### config.mk
export PLATFORM = sky130hd
export DESIGN_NAME = aes_s3_job_arbiter
export DESIGN_NICKNAME = d
export VERILOG_FILES = /design/src/rtl/aes_s3_job_arbiter.sv
export SDC_FILE = /design/constraint.sdc
export NUM_CORES = 1
export LEC_CHECK = 0
export BUFFER_PORTS_ARGS = -buffer_cell sky130_fd_sc_hd__buf_2
export CAP_MARGIN = 20
export CORE_AREA = 2 2 356 358
export DETAILED_ROUTE_END_ITERATION = 12
export DIE_AREA = 0 0 358 360
export GPL_TIMING_DRIVEN = 1
export PLACE_DENSITY = 0.3
export SYNTH_ARGS = -nofsm -noshare
export SYNTH_HDL_FRONTEND = slang
export SYNTH_SLANG_ARGS = --single-unit
### constraint.sdc
create_clock -name clk -period 4.5 [get_ports clk]
set_input_delay 0.225 -clock clk [delete_from_list [all_inputs] [get_ports clk]]
set_output_delay 0.225 -clock clk [all_outputs]
set_load 0.02 [all_outputs]
### src/rtl/aes_s3_job_arbiter.sv
// Round-robin arbiter sharing one AES stage-three core among NUM_REQ requesters.
// A job is locked to its owner from the first beat until its response handshake or a watchdog abort.
module aes_s3_job_arbiter #(
    parameter int NUM_REQ        = 4,
    parameter int DATA_W         = 128,
    parameter int BEATS_PER_JOB  = 5,
    parameter int TIMEOUT_CYCLES = 1024
) (
    input  logic                      clk,
    input  logic                      rst,
    input  logic [NUM_REQ-1:0]        req_valid,
    output logic [NUM_REQ-1:0]        req_ready,
    input  logic [NUM_REQ*DATA_W-1:0] req_data,
    output logic [NUM_REQ-1:0]        rsp_valid,
    input  logic [NUM_REQ-1:0]        rsp_ready,
    output logic [DATA_W-1:0]         rsp_data,
    output logic                      core_in_valid,
    input  logic                      core_in_ready,
    output logic [DATA_W-1:0]         core_in_data,
    input  logic                      core_out_valid,
    output logic                      core_out_ready,
    input  logic [DATA_W-1:0]         core_out_data,
    output logic [$clog2(NUM_REQ)-1:0] grant_id,
    output logic                      busy,
    output logic                      timeout_pulse,
    output logic                      stray_err
);

    localparam int IDX_W = $clog2(NUM_REQ);
    localparam int BC_W  = $clog2(BEATS_PER_JOB) + 1;
    localparam int WD_W  = (TIMEOUT_CYCLES > 0) ? $clog2(TIMEOUT_CYCLES) + 1 : 1;
    localparam bit WD_EN = (TIMEOUT_CYCLES != 0);

    localparam logic [BC_W-1:0]  BEAT_LAST = BC_W'(BEATS_PER_JOB - 1);
    localparam logic [WD_W-1:0]  WD_LAST   = WD_W'((TIMEOUT_CYCLES > 0) ? TIMEOUT_CYCLES - 1 : 0);
    localparam logic [BC_W-1:0]  BC_MAX    = {BC_W{1'b1}};
    localparam logic [WD_W-1:0]  WD_MAX    = {WD_W{1'b1}};
    localparam logic [IDX_W-1:0] IDX_LAST  = IDX_W'(NUM_REQ - 1);

    localparam logic [1:0] ST_IDLE  = 2'd0;
    localparam logic [1:0] ST_GRANT = 2'd1;
    localparam logic [1:0] ST_SEND  = 2'd2;
    localparam logic [1:0] ST_WAIT  = 2'd3;

    logic [1:0]       state_r;
    logic [IDX_W-1:0] rr_ptr_r;
    logic [IDX_W-1:0] grant_id_r;
    logic [BC_W-1:0]  beat_cnt_r;
    logic [WD_W-1:0]  wd_cnt_r;
    logic             stray_err_r;
    logic             timeout_pulse_r;

    logic             hit_found_s;
    logic [IDX_W-1:0] hit_idx_s;
    logic [IDX_W-1:0] cand_idx_s;
    int               cand_s;
    logic             in_hs_s;
    logic             rsp_hs_s;
    logic             wd_expire_s;
    logic [IDX_W-1:0] next_ptr_s;

    // Cyclic search of req_valid starting at rr_ptr; first hit wins.
    always_comb begin
        hit_found_s = 1'b0;
        hit_idx_s   = '0;
        cand_s      = 0;
        cand_idx_s  = '0;
        for (int i = 0; i < NUM_REQ; i++) begin
            cand_s = int'(rr_ptr_r) + i;
            if (cand_s >= NUM_REQ) begin
                cand_s = cand_s - NUM_REQ;
            end else begin
                cand_s = cand_s;
            end
            cand_idx_s = IDX_W'(cand_s);
            if (!hit_found_s && req_valid[cand_idx_s]) begin
                hit_found_s = 1'b1;
                hit_idx_s   = cand_idx_s;
            end else begin
                hit_found_s = hit_found_s;
            end
        end
    end

    assign in_hs_s     = (state_r == ST_SEND) && req_valid[grant_id_r] && core_in_ready;
    assign rsp_hs_s    = (state_r == ST_WAIT) && core_out_valid && rsp_ready[grant_id_r];
    assign wd_expire_s = WD_EN && (state_r == ST_WAIT) && !rsp_hs_s && (wd_cnt_r == WD_LAST);
    assign next_ptr_s  = (grant_id_r == IDX_LAST) ? IDX_W'(0) : grant_id_r + IDX_W'(1);

    // Control state, round-robin pointer, counters and status flags.
    always_ff @(posedge clk or posedge rst) begin
        if (rst) begin
            state_r         <= ST_IDLE;
            rr_ptr_r        <= '0;
            grant_id_r      <= '0;
            beat_cnt_r      <= '0;
            wd_cnt_r        <= '0;
            stray_err_r     <= 1'b0;
            timeout_pulse_r <= 1'b0;
        end else begin
            timeout_pulse_r <= 1'b0;
            case (state_r)
                ST_IDLE: begin
                    if (hit_found_s) begin
                        grant_id_r <= hit_idx_s;
                        state_r    <= ST_GRANT;
                    end else begin
                        state_r    <= ST_IDLE;
                    end
                    // Nobody owns the core, so any result here is unsolicited.
                    if (core_out_valid) begin
                        stray_err_r <= 1'b1;
                    end else begin
                        stray_err_r <= stray_err_r;
                    end
                end
                ST_GRANT: begin
                    beat_cnt_r <= '0;
                    state_r    <= ST_SEND;
                end
                ST_SEND: begin
                    if (in_hs_s) begin
                        beat_cnt_r <= (beat_cnt_r == BC_MAX) ? beat_cnt_r : beat_cnt_r + BC_W'(1);
                        if (beat_cnt_r == BEAT_LAST) begin
                            state_r  <= ST_WAIT;
                            wd_cnt_r <= '0;
                        end else begin
                            state_r  <= ST_SEND;
                        end
                    end else begin
                        state_r <= ST_SEND;
                    end
                end
                ST_WAIT: begin
                    if (rsp_hs_s) begin
                        rr_ptr_r <= next_ptr_s;
                        state_r  <= ST_IDLE;
                    end else if (wd_expire_s) begin
                        timeout_pulse_r <= 1'b1;
                        rr_ptr_r        <= next_ptr_s;
                        state_r         <= ST_IDLE;
                    end else begin
                        wd_cnt_r <= (wd_cnt_r == WD_MAX) ? wd_cnt_r : wd_cnt_r + WD_W'(1);
                    end
                end
                default: begin
                    state_r <= ST_IDLE;
                end
            endcase
        end
    end

    // Datapath routing for the granted channel; everything is forced low while in reset.
    always_comb begin
        req_ready      = '0;
        rsp_valid      = '0;
        rsp_data       = '0;
        core_in_valid  = 1'b0;
        core_in_data   = '0;
        core_out_ready = 1'b0;
        if (rst) begin
            core_out_ready = 1'b0;
        end else begin
            case (state_r)
                ST_IDLE: begin
                    core_out_ready = 1'b1;
                end
                ST_SEND: begin
                    core_in_valid         = req_valid[grant_id_r];
                    req_ready[grant_id_r] = core_in_ready;
                    core_in_data          = req_data[int'(grant_id_r)*DATA_W +: DATA_W];
                end
                ST_WAIT: begin
                    rsp_valid[grant_id_r] = core_out_valid;
                    rsp_data              = core_out_data;
                    core_out_ready        = rsp_ready[grant_id_r];
                end
                default: begin
                    core_out_ready = 1'b0;
                end
            endcase
        end
    end

    assign grant_id      = grant_id_r;
    assign busy          = (state_r != ST_IDLE);
    assign timeout_pulse = timeout_pulse_r;
    assign stray_err     = stray_err_r;

endmodule
* Word-level counts from Yosys, hierarchy flattened
Index checks and enable logic that the tools add are counted. Widths: inputs -> output; s select.
Storage, ports and cells: flip-flop bits (word level) 23, input port bits 652, output and inout port bits 271, word-level logic and storage cells 128
Operators by class: $add $sub $neg 10, $lt $le $gt $ge 10, eq/ne operators 15, shift operators 1, multiplexer cells 59, bitwise logic cells 2, reduce and logical (&&, ||, !) cells 24
Operators with widths (count):
- $mux 128 | 4
- $shiftx 512x10->128 | 1
- $mux 11 | 5
- $mux 2 | 14
- $mux 4 | 6
- $pmux 11 s2 | 1
- $mux 1 | 19
- $lt 2x3->1 const B | 5
- $bmux 1 s2 | 6
- $add 11x1->11 const B | 1
- $eq 11x10->1 const B | 1
- $eq 11x11->1 const B | 1
- $logic_and 1x1->1 | 10
- $ne 2x2->1 const B | 5
- $ge 3x3->1 const B | 3
- $and 4x4->4 | 2
- $pmux 2 s4 | 1
- $pmux 4 s2 | 1
- $reduce_bool 2->1 | 4
- $sub 2x1->2 const B | 4
- $add 2x2->3 const B | 2
- $eq 2x2->1 const B | 3
- $reduce_and 2->1 | 3
- $reduce_and 6->1 | 1
- 15 further kinds | 18

* Logic depth before layout (Yosys ltp)
Gate-level depths: netlist of the first run.
depth in word-level cells 16, gate-level depth with buffers 8, gate-level depth less buffers 7

* Worst setup path after synthesis of the first run
OpenSTA, ideal clock, no wires.
path type reg2out, from reg grant_id_r[1] (netlist: grant_id[1]), to out core_in_valid, data arrival time 2.053 ns, required time 4.275 ns, path slack 2.222 ns, cell stages (with the launch flop) 7, path buffers 3, path through dfrtp_1 buf_2 clkbuf_1 clkbuf_1 inv_1 and2_1 a211oi_1
On the way: word-level cells in the longest chain between the ends 4
Ends and longest elaborated chain:
- start, declared | line 47 | logic [IDX_W-1:0] grant_id_r;
- start signal, assigned | line 105 | grant_id_r <= hit_idx_s;
- $bmux 1 s2 | line 169 | core_in_valid = req_valid[grant_id_r];
- $mux 1 (not written as such) | line 169
- $mux 1 | line 164 | case (state_r)
- $mux 1 | line 161 | if (rst) begin
- end, declared | line 17 | output logic core_in_valid,
Every way passes these cells. The select of a mux whose other input is x is not followed.

* Worst setup path after layout of the first run
from reg grant_id_r[0] (netlist: grant_id[0]), to out core_in_data[53]
On the way: word-level cells in the longest chain between the ends 3
Ends and longest elaborated chain:
- $shiftx 512x10->128 | line 171 | core_in_data = req_data[int'(grant_id_r)*DATA_W +: DATA_W];
- $mux 128 | line 164
- $mux 128 | line 161
- end, declared | line 19 | output logic [DATA_W-1:0] core_in_data,
Every way passes these cells.

==> results of run 1 <==
## how the worst max path moves through the flow
stage               depth (start not counted)                       to               startpoint  slack, ns
global placement                            5  wd_cnt_r[3]$_DFFE_PP0P_  grant_id[0]$_DFFE_PP0P_       1.62
floorplan                                   6            core_in_valid  grant_id[1]$_DFFE_PP0P_       2.22
CTS                                         4         core_in_data[55]  grant_id[0]$_DFFE_PP0P_       1.49
finish                                      4         core_in_data[53]  grant_id[0]$_DFFE_PP0P_       1.53
global route                                5             rsp_data[48]   state_r[1]$_DFFE_PP0P_       1.39
detailed placement                          5  wd_cnt_r[8]$_DFFE_PP0P_  grant_id[0]$_DFFE_PP0P_       1.61
## cell usage in the layout, fill, tap and decap left out, types with 2 or more instances in the layout
cell type	n
o21ai_1	2
o22ai_1	2
or4_1	2
buf_12	7
o31ai_1	3
and3_1	136
nand4_1	2
dfrtp_4	2
clkbuf_16	3
nor2_1	8
buf_2	922
or2_1	2
a211o_1	3
a21o_1	2
and2_1	134
nand3_1	13
ha_1	11
diode_2	53
dfrtp_1	21
a211oi_1	3
nand2_1	19
o21ai_0	6
buf_4	12
nor3_1	3
a21boi_0	2
mux2i_1	2
inv_1	16
o311ai_1	2
mux2_2	4
nor4_1	3
mux4_2	129
a21oi_1	10
## per-stage QoR
stage / setup slack [ns] / hold WS, ns
floorplan: 2.22 / 0.346
global placement: 1.62 / 0.439
detailed placement: 1.61 / 0.450
CTS: 1.49 / 0.171
global route: 1.39 / 0.185
finish: 1.53 / 0.137
## logic make-up (layout without fill, tap and decap cells)
| kind of cell | Yosys count | after routing |
|---|---|---|
| DFF | 23 | 23 |
| buffers and inverters | 91 | 962 |
| other | 0 | 53 |
| xor gates and xnor gates | 1 | 1 |
| adders and majority gates | 12 | 12 |
| muxes | 135 | 135 |
| AOI/OAI and AO/OA | 42 | 42 |
| and+or+nand+nor | 331 | 331 |
## registers in the layout (all words and copies together) (netlist names)
name and flops:
beat_cnt_r 4, grant_id 2, rr_ptr_r 2, state_r 2, stray_err 1, timeout_pulse 1
wd_cnt_r 11
## area by class of cell
cell class              instances  area share [%]
well taps                    1650            15.6
diodes                         53            1.00
multi-input cells             521            41.1
inverters                      17           0.521
repair buffers                941            36.7
flip-flops and latches         23            4.42
clock buffers                   4           0.597
## routing by layer
layer / vias up / routed length, µm / share of wire, %
met5: - / 351 / 0.37
met4: 54 / 1790 / 1.9
met3: 175 / 10700 / 11
met2: 772 / 42500 / 45
met1: 4833 / 39600 / 42
li1: 4277 / - / -
## power groups by stage
| stage | Clock [µW] | Sequential, µW | Combinational, µW |
|---|---|---|---|
| 4_1_cts | 214 | 470 | 4220 |
| 3_5_place_dp | 0 | 475 | 4210 |
| 2_1_floorplan | 0 | 323 | 2620 |
| 5_1_grt | 224 | 486 | 4430 |
| 6_report | 204 | 464 | 4140 |
| 3_3_place_gp | 0 | 476 | 4220 |
## worst max-delay path, stage by stage, from the launching register on
cell and delay, ns:
dfrtp_4 0.99, buf_12 0.32, mux4_2 0.63, and3_1 0.27, buf_2 0.18
==> metrics, run 1 <==
status=complete, no violations; via count=10111; Int Pwr=2200 µW; PortBufs=922; Logic pwr share=86.1%; RD Place Congestion=0.912; vias in the first global route=10191; routed wire length per instance=29.6 µm; Yosys top cell area share=45.7%; peak supply drop=0.234 mV; Register-to-Register Path Depth=5; core outline area=125000 µm²; number of synthesized flops with an enable pin=0; sequential power share=9.6%; top fanout value on the critical path=34; largest net degree at the start of global routing=95; Root Buffer=clkbuf_16; commonest cells in the netlist=and3_1, and2_1, mux4_2; starting density of the core=5.09%; Worst-path clk slew=0.07 ns; DR pass1 iterations=4; HPWL Detailed=87600 µm; initial DRC count=528; clock insertion delay at the later pin of the skew report=0.26 ns; RSZ-0062 raised after global routing=false; #FFs+latches synth=23; main flop type after synthesis=dfrtp_1; Hold Crit Class=input pin to async pin; Worst-Margin Slew=0.906 ns; Switching Fraction=54.3%; routed wire length=95000 µm; CTS tree=built; Async SR Flop Fraction=100%; Post-CTS Setup Inserts=0; final slew viol count=0; Synth Cell Area=6350 µm²; critical path arrival=2.75 ns; sequential area share after synthesis=9.06%; met3 Track Usage GR=5.93%; Tcrit/Tclk final=66.1%; GR Util met1=17.6%; area leader, netlist=mux4_2; Clock Skew=0.00493 ns; RR Startpoint=grant_id[0]$_DFFE_PP0P_; fin crit period=2.97 ns; R2R Setup Slk=1.68 ns; Mean Syn Cell Area=10.0 µm²; synth warn=0; endpoints failing setup=0; overall overflow remaining after global route=0; Startpoint Class=register; r2r endpoint=wd_cnt_r[4]$_DFFE_PP0P_; Yosys cell types=46; Synth area leaders=mux4_2, and3_1, and2_1, dfrtp_1, clkbuf_1; top-count cell post-synth=and3_1; Max-cap violations=0; post-synthesis compound-gate area fraction=4.49%; hold_buf cts=0; Placement Rows=130; fill cell count=14821; normalized max-slew margin=39.6%; drt via density=3.15; Area Growth Syn to Fin=108%; simple-gate share of the synthesized area=31.4%; clock share of power=4.2%; global-route wire length before repair=117000 µm; Syn Inst Count=635; chip width=358 µm; Crit. End Element=output port; clock sink count=23; maximum clock rate=336 MHz; P_sw=2610 µW; Placed Instances=3152; placed cell area=13000 µm²; CTS buffer count=3; LEAKAGE=0.00678 µW; Synth Area in Adders=2.36%; post_cts resized=0; mux contribution to synthesized area=46.7%; GRT Overall Usage=14.0%; H-tree Lvls=1; area occupied by multi-input gates=5430 µm²; FF/Latch Area=583 µm²; post-layout instance area=13200 µm²; Fin Setup TNS=0 ns; xor/xnor share of the synthesized area=0.138%; Tot Pwr=4810 µW; largest family of logic cells by synthesized area=multiplexers; share of cells above drive strength 1=72.1%; Post-Layout Cell Count=3209; initial antenna violation count=139; die area=129000 µm²; pwr dens=365 nW/µm²; Critical Path RT=4.28 ns; Die Y=360 µm; DRT antenna net count=0; fin util=10.6%; met2 usage in global routing=22.6%; Fin. Hold Viols=0; DRC viols=0; Post-Syn Nets=1299; Top Usage Layer GRT=met2; CP Class=register to output port; clk buf depth=2; I/O pin count=923; net total in the final layout=2171
No activity file was read; power rests on OpenSTA's default activity.
==> run 2, diff against run 1 <==
--- a/config.mk
+++ b/config.mk
@@ -7,9 +7,9 @@
 export LEC_CHECK = 0
 export BUFFER_PORTS_ARGS = -buffer_cell sky130_fd_sc_hd__buf_2
 export CAP_MARGIN = 20
-export CORE_AREA = 2 2 356 358
+export CORE_AREA = 2 2 361 363
 export DETAILED_ROUTE_END_ITERATION = 12
-export DIE_AREA = 0 0 358 360
+export DIE_AREA = 0 0 363 365
 export GPL_TIMING_DRIVEN = 1
 export PLACE_DENSITY = 0.3
 export SYNTH_ARGS = -nofsm -noshare
==> constraint.sdc (replaced) <==
create_clock -name clk -period 3.07 [get_ports clk]
set_input_delay 0.1535 -clock clk [delete_from_list [all_inputs] [get_ports clk]]
set_output_delay 0.1535 -clock clk [all_outputs]
set_load 0.02 [all_outputs]
==> run 2 against run 1 <==
  * Wire length shrank 0.25%
  * Die area grew 2.8%
  * Largest cell class unchanged
  * Sequential power grew 20%
  * Combinational power is 49% higher
  * Total power up 46%
  * Critical path depth did not move
  * Core utilization down 0.20 points
  * Final cell count rose by 1.1%
==> metrics, run 2 (synthesized netlist as in run 1, its figures left out) <==
fill cell count=15120 (+2.0%); top fanout value on the critical path=48 (+41%); Fin. Hold Viols=0 (unchanged); DRT antenna net count=0 (unchanged); normalized max-slew margin=53.1% (+14 points); maximum clock rate=385 MHz; clock sink count=23 (unchanged); Worst-Margin Slew=0.703 ns (-0.203 ns); net total in the final layout=2182 (+0.51%); Largest regs=wd_cnt_r x11, beat_cnt_r x4; RD Place Congestion=0.945 (+3.6%); R2R Setup Slk=0.75 ns (-0.93 ns); Placement Rows=132 (+1.5%); peak supply drop=0.484 mV (+110%); DR pass1 iterations=5 (+1); final slew viol count=0 (unchanged); status=complete, no violations; Clock Skew=0.00767 ns (+0.00274 ns); CTS tree=built; Register-to-Register Path Depth=5 (unchanged); Fin Hold WS=0.181 ns (+0.0440 ns); Critical Path RT=2.92 ns (-1.36 ns); post_cts resized=0 (unchanged); endpoints failing setup=0 (unchanged); H-tree Lvls=1 (unchanged); critical path arrival=2.44 ns (-0.31 ns); GRT Overall Usage=13.5% (-0.49 points); RSZ-0062 raised after global routing=false; LEAKAGE=0.00684 µW (+0.92%); chip width=363 µm (+1.4%); Startpoint Class=register; Worst-path clk slew=0.07 ns (about the same); die area=132000 µm² (+2.8%); PortBufs=922 (unchanged); global-route wire length before repair=115000 µm (-1.1%); Area Growth Syn to Fin=110%; Post-CTS Setup Inserts=0 (unchanged); clock insertion delay at the later pin of the skew report=0.26 ns (about the same); routed wire length=94700 µm (-0.25%); vias in the first global route=10173 (-0.18%); overall overflow remaining after global route=0 (unchanged); Tcrit/Tclk final=84.6%; HPWL Detailed=87800 µm (+0.22%); largest net degree at the start of global routing=103 (+8.4%); Crit. End Element=output port; RR Startpoint=grant_id[0]$_DFFE_PP0P_; share of cells above drive strength 1=72.4% (+0.27 points); Hold Crit Class=input pin to async pin; Fin Setup TNS=0 ns (unchanged); via count=10161 (+0.49%); Root Buffer=clkbuf_16; CTS buffer count=3 (unchanged); most frequent cells in the layout=buf_2, and3_1, and2_1, mux4_2; drt via density=3.13 (-0.62%); Die Y=365 µm (+1.4%); initial antenna violation count=142 (+2.2%); DRC viols=0 (unchanged); max FFs per register=11 (unchanged); hold_buf cts=0 (unchanged); initial DRC count=546 (+3.4%); r2r endpoint=wd_cnt_r[8]$_DFFE_PP0P_; routed wire length per instance=29.2 µm (-1.4%); starting density of the core=4.94% (-0.15 points); I/O pin count=923 (unchanged); clk buf depth=2 (unchanged); fin crit period=2.60 ns; pwr dens=527 nW/µm² (+44%); commonest non-fill, non-tap cell in the layout=buf_2; CP Class=register to output port; core outline area=129000 µm² (+3.0%); largest register by flop count=wd_cnt_r; Max-cap violations=0 (unchanged)
run 2: cell types whose count changed in the layout (fill, tap and decap cells not counted):
cell	change
buf_12	+2
buf_4	+9
clkinvlp_4	+1
clkbuf_1	-1
run 2: through the flow:
stage	total power (µW)	cell area (µm²)	util, %	setup slack, ns	std cells
after floorplan	4310	6350	-	0.863	635
after global placement	6900	13100	10.2	0.698	3188
after detailed placement	6870	13100	10.2	0.696	3188
after CTS	7200	13200	10.3	0.410	3192
after global routing	7550	13200	10.3	0.328	3200
final	7030	13300	10.4	0.473	3245
run 2: worst max path at each step:
| stage | cells after the start | slack (ns) | start | end |
|---|---|---|---|---|
| finish | 4 | 0.47 | grant_id[0]$_DFFE_PP0P_ | core_in_data[26] |
| floorplan | 6 | 0.86 | grant_id[1]$_DFFE_PP0P_ | core_in_valid |
| detailed placement | 4 | 0.70 | grant_id[0]$_DFFE_PP0P_ | core_in_data[26] |
| global route | 4 | 0.33 | grant_id[0]$_DFFE_PP0P_ | core_in_data[26] |
| global placement | 4 | 0.70 | grant_id[0]$_DFFE_PP0P_ | core_in_data[26] |
| CTS | 4 | 0.41 | grant_id[0]$_DFFE_PP0P_ | core_in_data[26] |
run 2: layout make-up:
type	count	area [µm²]	area share, %
inverters	17	68.8	0.516
multi-input cells	521	5430	40.7
flip-flops and latches	23	583	4.37
well taps	1675	2100	15.7
clock inverters	1	7.51	0.0562
diodes	53	133	0.994
repair buffers	952	4950	37.1
clock buffers	3	75.1	0.562
run 2: where the power goes:
part	leakage (µW)	internal [µW]	switching [µW]	total [µW]
sequential	0.000290	395	162	557
combinational	0.00651	2690	3480	6170
clock	0.0000374	177	123	300
run 2: routing by layer:
metal / GRT usage [%] / wire length, µm / up-vias
li1: - / - / 4293
met1: 17.3 / 39400 / 4883
met2: 22.0 / 42600 / 760
met3: 5.48 / 11000 / 163
met4: 1.23 / 1330 / 62
met5: 0 / 422 / -
run 2: critical path, stage by stage, from the launching register on:
cell and delay [ns]:
dfrtp_4 0.67, buf_12 0.40, mux4_2 0.64, and3_1 0.21, buf_2 0.16
